==> config.mk <==
export PLATFORM = sky130hd
export DESIGN_NAME = uart_tx
export DESIGN_NICKNAME = d
export VERILOG_FILES = /design/src/rtl/uart_tx.sv
export SDC_FILE = /design/constraint.sdc
export NUM_CORES = 1
export LEC_CHECK = 0
export ABC_AREA = 1
export BUFFER_PORTS_ARGS = -buffer_cell sky130_fd_sc_hd__buf_2
export CAP_MARGIN = 15
export CORE_MARGIN = 4
export CORE_UTILIZATION = 49
export DETAILED_ROUTE_END_ITERATION = 10
export PLACE_DENSITY = 0.8
export SKIP_CTS_REPAIR_TIMING = 1
export SLEW_MARGIN = 5
export SYNTH_ARGS = -nofsm -noshare
export SYNTH_HDL_FRONTEND = slang
export SYNTH_SLANG_ARGS = --single-unit
==> constraint.sdc <==
create_clock -name uart_clk -period 1.4 [get_ports uart_clk]
set_clock_uncertainty 0.15 [all_clocks]
set_input_delay 0.14 -clock uart_clk [delete_from_list [all_inputs] [get_ports uart_clk]]
set_output_delay 0.14 -clock uart_clk [all_outputs]
set_load 0.05 [all_outputs]
==> src/rtl/uart_tx.sv <==
// ---------------------------------------------------------------------------
// uart_tx -- AXI-Stream to UART serialiser.
//
// Sends each accepted word as one frame:
//   start(0), d[0]..d[DWIDTH-1], tlast, parity, STOP_BITS x stop(1)
// Each bit is held for CLKS_PER_BIT uart_clk cycles. When the producer has
// another word ready in the last cycle of the last stop bit, the next start
// bit follows with no idle gap.
//
// Parameters
//   DWIDTH        data word width (>= 2)
//   PARTYP        00 even, 01 odd, 10 forced 1, 11 forced 0 (tlast excluded)
//   CLKS_PER_BIT  uart_clk cycles per bit time (>= 1)
//   STOP_BITS     number of stop bits (1 or 2)
//
// Ports
//   uart_clk       clock, rising edge
//   uart_rst_n     synchronous active-low reset
//   s_axis_tdata   word to transmit
//   s_axis_tvalid  producer has a word
//   s_axis_tlast   end-of-packet flag, sent after the data bits
//   s_axis_tready  block accepts a word this cycle
//   uart_txd       serial line, idle high, straight from a flop
//   uart_busy      high while a frame is on the line
//
// Handshake: a word transfers on a rising edge where s_axis_tvalid and
// s_axis_tready are both high. tready never depends on tvalid; tdata and
// tlast are ignored on every other cycle.
// ---------------------------------------------------------------------------
module uart_tx #(
    parameter int         DWIDTH       = 8,
    parameter logic [1:0] PARTYP       = 2'b00,
    parameter int         CLKS_PER_BIT = 1,
    parameter int         STOP_BITS    = 1
) (
    input  logic              uart_clk,
    input  logic              uart_rst_n,
    input  logic [DWIDTH-1:0] s_axis_tdata,
    input  logic              s_axis_tvalid,
    input  logic              s_axis_tlast,
    output logic              s_axis_tready,
    output logic              uart_txd,
    output logic              uart_busy
);

    localparam int NBITS = DWIDTH + 3 + STOP_BITS;
    localparam int BCW   = $clog2(NBITS + 1);
    localparam int CCW   = $clog2(CLKS_PER_BIT + 1);

    localparam logic [BCW-1:0] BIT_LAST = BCW'(NBITS - 1);
    localparam logic [CCW-1:0] CYC_LAST = CCW'(CLKS_PER_BIT - 1);

    typedef enum logic {
        IDLE = 1'b0,
        SEND = 1'b1
    } state_t;

    state_t           state;
    state_t           state_next;
    logic [BCW-1:0]   bit_cnt;
    logic [CCW-1:0]   cyc_cnt;
    logic [NBITS-1:0] shreg;
    logic [NBITS-1:0] frame_word;
    logic             par_bit;
    logic             cyc_wrap;
    logic             frame_end;
    logic             load;

    // Parity covers the data bits only.
    always_comb begin
        par_bit = 1'b0;
        case (PARTYP)
            2'b00:   par_bit = ^s_axis_tdata;
            2'b01:   par_bit = ~^s_axis_tdata;
            2'b10:   par_bit = 1'b1;
            default: par_bit = 1'b0;
        endcase
    end

    // Whole frame laid out LSB-first so bit 0 is always the bit on the line.
    assign frame_word = {{STOP_BITS{1'b1}}, par_bit, s_axis_tlast, s_axis_tdata, 1'b0};

    assign cyc_wrap  = (cyc_cnt == CYC_LAST);
    assign frame_end = (state == SEND) && cyc_wrap && (bit_cnt == BIT_LAST);

    always_comb begin
        state_next    = state;
        s_axis_tready = 1'b0;
        case (state)
            IDLE: begin
                s_axis_tready = 1'b1;
                if (s_axis_tvalid) begin
                    state_next = SEND;
                end
            end
            SEND: begin
                // Accepting in the final stop-bit cycle chains frames gap-free.
                if (frame_end) begin
                    s_axis_tready = 1'b1;
                    if (!s_axis_tvalid) begin
                        state_next = IDLE;
                    end
                end
            end
            default: state_next = IDLE;
        endcase
        if (!uart_rst_n) begin
            s_axis_tready = 1'b0;
        end
    end

    assign load = s_axis_tvalid && s_axis_tready;

    always_ff @(posedge uart_clk) begin
        if (!uart_rst_n) begin
            state   <= IDLE;
            bit_cnt <= '0;
            cyc_cnt <= '0;
            shreg   <= '1;
        end else begin
            state <= state_next;
            if (load) begin
                shreg   <= frame_word;
                bit_cnt <= '0;
                cyc_cnt <= '0;
            end else if (state == SEND) begin
                if (cyc_wrap) begin
                    cyc_cnt <= '0;
                    // Shifting in ones leaves the line high after the last stop bit.
                    shreg   <= {1'b1, shreg[NBITS-1:1]};
                    if (bit_cnt == BIT_LAST) begin
                        bit_cnt <= '0;
                    end else begin
                        bit_cnt <= bit_cnt + 1'b1;
                    end
                end else begin
                    cyc_cnt <= cyc_cnt + 1'b1;
                end
            end
        end
    end

    assign uart_txd  = shreg[0];
    assign uart_busy = (state == SEND);

endmodule

# Yosys cells after proc, flatten, opt, wreduce, memory -nomap -nowiden
# Cells that the tools add are included.
classes:
  eq_ne: 2
  n_shift: 0
  bitwise: 3
  addsub: 2
  mul: 0
  n_div: 0
  muxes: 11
  n_reduce_logical: 8
  n_lt_le_gt_ge: 0
op_table:
  columns: ["op", "count"]
  rows:
  - ["$mux 11", 3]
  - ["$reduce_xor 8->1", 1]
  - ["$mux 1", 5]
  - ["$add 4x1->4 const B", 1]
  - ["$eq 4x4->1 const B", 1]
  - ["$mux 4", 1]
  - ["$pmux 1 s2", 2]
  - ["$reduce_and 2->1", 2]
  - ["$logic_and 1x1->1", 3]
  - ["$not 1->1", 3]
  - ["$ne 2x1->1 const B", 1]
  - ["$reduce_bool 2->1", 1]
  - ["$reduce_or 2->1", 1]
  - ["$add 1x1->1 const B", 1]
word_totals:
  memories: 0
  elab_cells: 30
  romBits: 0
  ramBits: 0
  regBits: 17
  latch_bits: 0

# Longest topological paths before layout
depth:
  ltp_word: 9
  depth_mapped: 10

# Worst setup path before layout
# Ideal clock, no wire load.
synth_timing:
  path_kind: "reg-to-reg"
  from: "register state, in the netlist uart_busy"
  to: "register bit_cnt[3]"
  period_less_slack_ns: 1.600
  t_arrival_ns: 1.333
  required_time_ns: 1.133
  path_slack_ns: -0.200
  path_buffers: 1
  path_stages_with_launch: 7
  path_cell_list: "dfxtp_1 > buf_4 > nand2_1 > inv_1 > nand3_1 > xor2_1 > nor3_2"
synth_via:
  elab_chain_cells: 7
  word_cells_on_any_way: 9
synth_rtl:
  columns: ["item", "line", "source"]
  rows:
  - ["start: declaration", "58", "state_t state;"]
  - ["start signal: assignment", "121", "state <= state_next;"]
  - ["$logic_and 1x1->1 (2 in series)", "84", "assign frame_end = (state == SEND) && cyc_wrap && (bit_cnt == BIT_LAST);"]
  - ["$mux 1", "98", "if (frame_end) begin"]
  - ["$pmux 1 s2", "89", "case (state)"]
  - ["$mux 1", "107", "if (!uart_rst_n) begin"]
  - ["$logic_and 1x1->1", "112", "assign load = s_axis_tvalid && s_axis_tready;"]
  - ["$reduce_or 2->1 (no source line)", null, null]
  - ["end signal: assignment", "134", "bit_cnt <= bit_cnt + 1'b1;"]
  - ["end: declaration", "60", "logic [BCW-1:0] bit_cnt;"]
# Parallel ways exist; a longest one is shown, timed or not.
# A chain may end at the register's enable or synchronous reset.

# Final worst setup path
layout_timing:
  from: "register bit_cnt[0]"
  to: "output s_axis_tready"
layout_via:
  elab_chain_cells: 5
layout_rtl:
  columns: ["item", "line", "source"]
  rows:
  - ["$eq 4x4->1", "84", null]
  - ["$logic_and 1x1->1", "84", null]
  - ["$mux 1", "98", null]
  - ["$pmux 1 s2", "89", null]
  - ["$mux 1", "107", null]
  - ["end: declaration", "41", "output logic s_axis_tready,"]
# No other way between the ends.

==> results.cfg <==
[finish]
diodes = 0
final_area_sq_um = 1350
stdcell_count = 199
syn2layout_area_growth_pct = 46.2
drive_gt1_frac = 0.356
final_nets = 188
fin_util = 0.767

[worst_setup_path]
rrSetupSlack_ns = -0.12
max_stage_delay_ns = 0.37
path_cells = ha_4 -> nand3_4 -> nand2_4 -> buf_6 -> nand2_2 -> inv_2 -> buf_8
critPathLaunchType = flip-flop
criticalPathCategory = reg -> out
crit_buf_inv = 3
r2r-end = shreg[6]
regToRegStartpoint = bit_cnt[0]
reg2reg_depth = 7
crit_fanout = 2
critPathRequiredTime_ns = 1.11
arrival_ns = 1.31
end_kind = output pin
cp_top_family = flip-flops
slowest_stage = dfxtp_2

[route]
drc = 0
drt_wl_total_um = 2460
vias_per_cell = 4.97
detail-route-antenna-nets = 0
num_vias = 990
first_iter_violations = 27
routedWlPerCell_um = 12.4
dr.pass1.iters = 4

[sta]
tightest_slew_ns = 0.439
holdWs_ns = -0.0192
finalSetupViolations = 15
max_freq_mhz = 625
slew-limit-headroom = 0.707
setup_ws_ns = -0.201
grt_setup_unrepaired = yes
maxSlewViolCount = 0
min_period_ns = 1.60
period_share = 1.14
hold_violations = 3

[floorplanning]
dieWidth_um = 51.5
placementRows = 15
dieArea_sq_um = 2650
core_area_sq_um = 1760
initial_core_util = 0.525
die_y_um = 51.5
ios = 15

[clock_network]
cts_made_buffers = 3
cts_root_buffer = clkbuf_4
cts_tree = built
htree_levels = 1
clock-sinks = 16
clk_pin_slew_worst_paths_ns = 0.09
clockBufferDepth = 2
clk_latency_ns = 0.29

[synthesis]
synth_fp_nets = 151
netlist_instances = 138
yosys.area.top_type = dfxtp_1
ys_types = 23
synth-seq-area-share = 0.346
synth.area.top_cells = dfxtp_1 (35%), nand2_1 (20%), inv_1 (8.1%), nand3_1 (4.3%), o21ai_1 (3.2%)
synth_top_area_frac = 0.346
synth-seq-cells = 16
ys.warnings.count = 0
syn_area_sq_um = 926
synth_area_per_cell_sq_um = 6.71

[job]
timing.max_cap.violations = 0

[worst_hold_path]
whs_path_depth = 3
hold_class = in -> reg
worstHoldEndpoint = shreg[3]
worstHoldStart = s_axis_tdata[2]

[pwr]
ir_drop_mv = 1.03
power_per_cell_area_nw_per_um2 = 869
leakagePower_nw = 0.704
power.total_w = 0.00118

[placement]
globalplace.congestion = 0.842
dpl.cell_count = 185
postPlaceCellArea_sq_um = 1100
io_buffers = 14
place_ws_ns = -0.0669
dp_hpwl_um = 1500

[global_routing]
track_usage = 0.163
antenna_found_initial = 0
grt_pass1_wl_um = 3310
grt_overflow_total = 0
grt_max_degree = 15
grt_pass1_vias = 807

[outcome]
status = finished with violations
violations = negative hold slack, negative setup slack
tightest hold or removal path, delay by kind of cell:
kind,cells,cell delay [ns]
compound gates,2,0.14
buf+inv,1,0.11
cell families after synthesis:
kind of cell / synth area share
AO/OA/AOI/OAI: 0.142
XOR/XNOR: 0.0189
flip-flops: 0.346
AND/OR/NAND/NOR: 0.354
adder cells (fa/ha/maj): 0.0135
buffers and inverters: 0.126
layout make-up:
type | count | area [sq um]
Clock buffer | 4 | 36.3
Fill cell | 137 | 410
Inverter | 22 | 90.1
Multi-Input combinational cell | 96 | 558
Sequential cell | 16 | 327
Tap cell | 25 | 31.3
Timing Repair Buffer | 36 | 312
cells in the final DEF, fill, tap and decap left out, drive strengths merged:
| cell | Yosys | routed |
|---|---|---|
| xnor2 | 1 | 1 |
| nor2 | 6 | 6 |
| ha | 1 | 1 |
| xor2 | 1 | 1 |
| nand3 | 10 | 10 |
| buf | 3 | 26 |
| dlygate4sd3 | 0 | 9 |
| inv | 22 | 21 |
| o21ai | 13 | 13 |
| dfxtp | 16 | 16 |
| nand2 | 52 | 52 |
| clkinv | 0 | 1 |
| o211ai | 4 | 4 |
| nor3 | 3 | 3 |
| clkbuf | 1 | 5 |
| a21oi | 5 | 5 |
worst max path at each step:
stage / startpoint / to / slack, ns / cells past startpoint
6_report: bit_cnt[0] / s_axis_tready / -0.20 / 7
5_1_grt: bit_cnt[0] / s_axis_tready / -0.27 / 7
4_1_cts: bit_cnt[0] / s_axis_tready / -0.35 / 7
3_5_place_dp: bit_cnt[1] / shreg[6] / -0.07 / 7
3_3_place_gp: bit_cnt[1] / shreg[7] / -0.02 / 7
2_1_floorplan: bit_cnt[1] / shreg[7] / 0.007 / 7
registers in the layout, summed over array words and instances, names as in the netlist:
register and count:
bit_cnt 4, uart_busy 1, shreg 11
metrics by stage:
| step | hold WS (ns) | setup TNS [ns] |
|---|---|---|
| final | -0.0192 | -1.09 |
| after detailed placement | 0.230 | -0.583 |
| after floorplan | 0.113 | 0 |
| after global routing | 0.00253 | -2.34 |
| after CTS | -0.0773 | -1.14 |
| after global placement | 0.231 | -0.0177 |
where the power goes:
part	internal [W]	switching, W	total, W	leakage, nW
registers	0.000491	0.0000242	0.000515	0.134
clock network	0.000159	0.000153	0.000312	0.0210
logic	0.000151	0.000199	0.000350	0.550
synthesized netlist by cell type:
master	count
nand3_2	1
inv_2	2
xor2_1	1
nand2_4	2
xnor2_1	1
o21ai_0	4
o21ai_2	3
nand3_1	8
o21ai_1	6
dfxtp_1	16
nor3_2	2
nor3_1	1
nand2_2	1
a21oi_1	5
nor2_1	6
inv_1	20
buf_6	2
buf_4	1
clkbuf_1	1
o211ai_1	4
ha_1	1
nand2_1	49
nand3_4	1
metal layers:
layer / track usage / wire, um
met3: 0.0612 / 178
met4: 0.0306 / 0
met1: 0.202 / 1030
met5: 0 / 0
met2: 0.271 / 1260
Power figures use the tool's default switching activity.
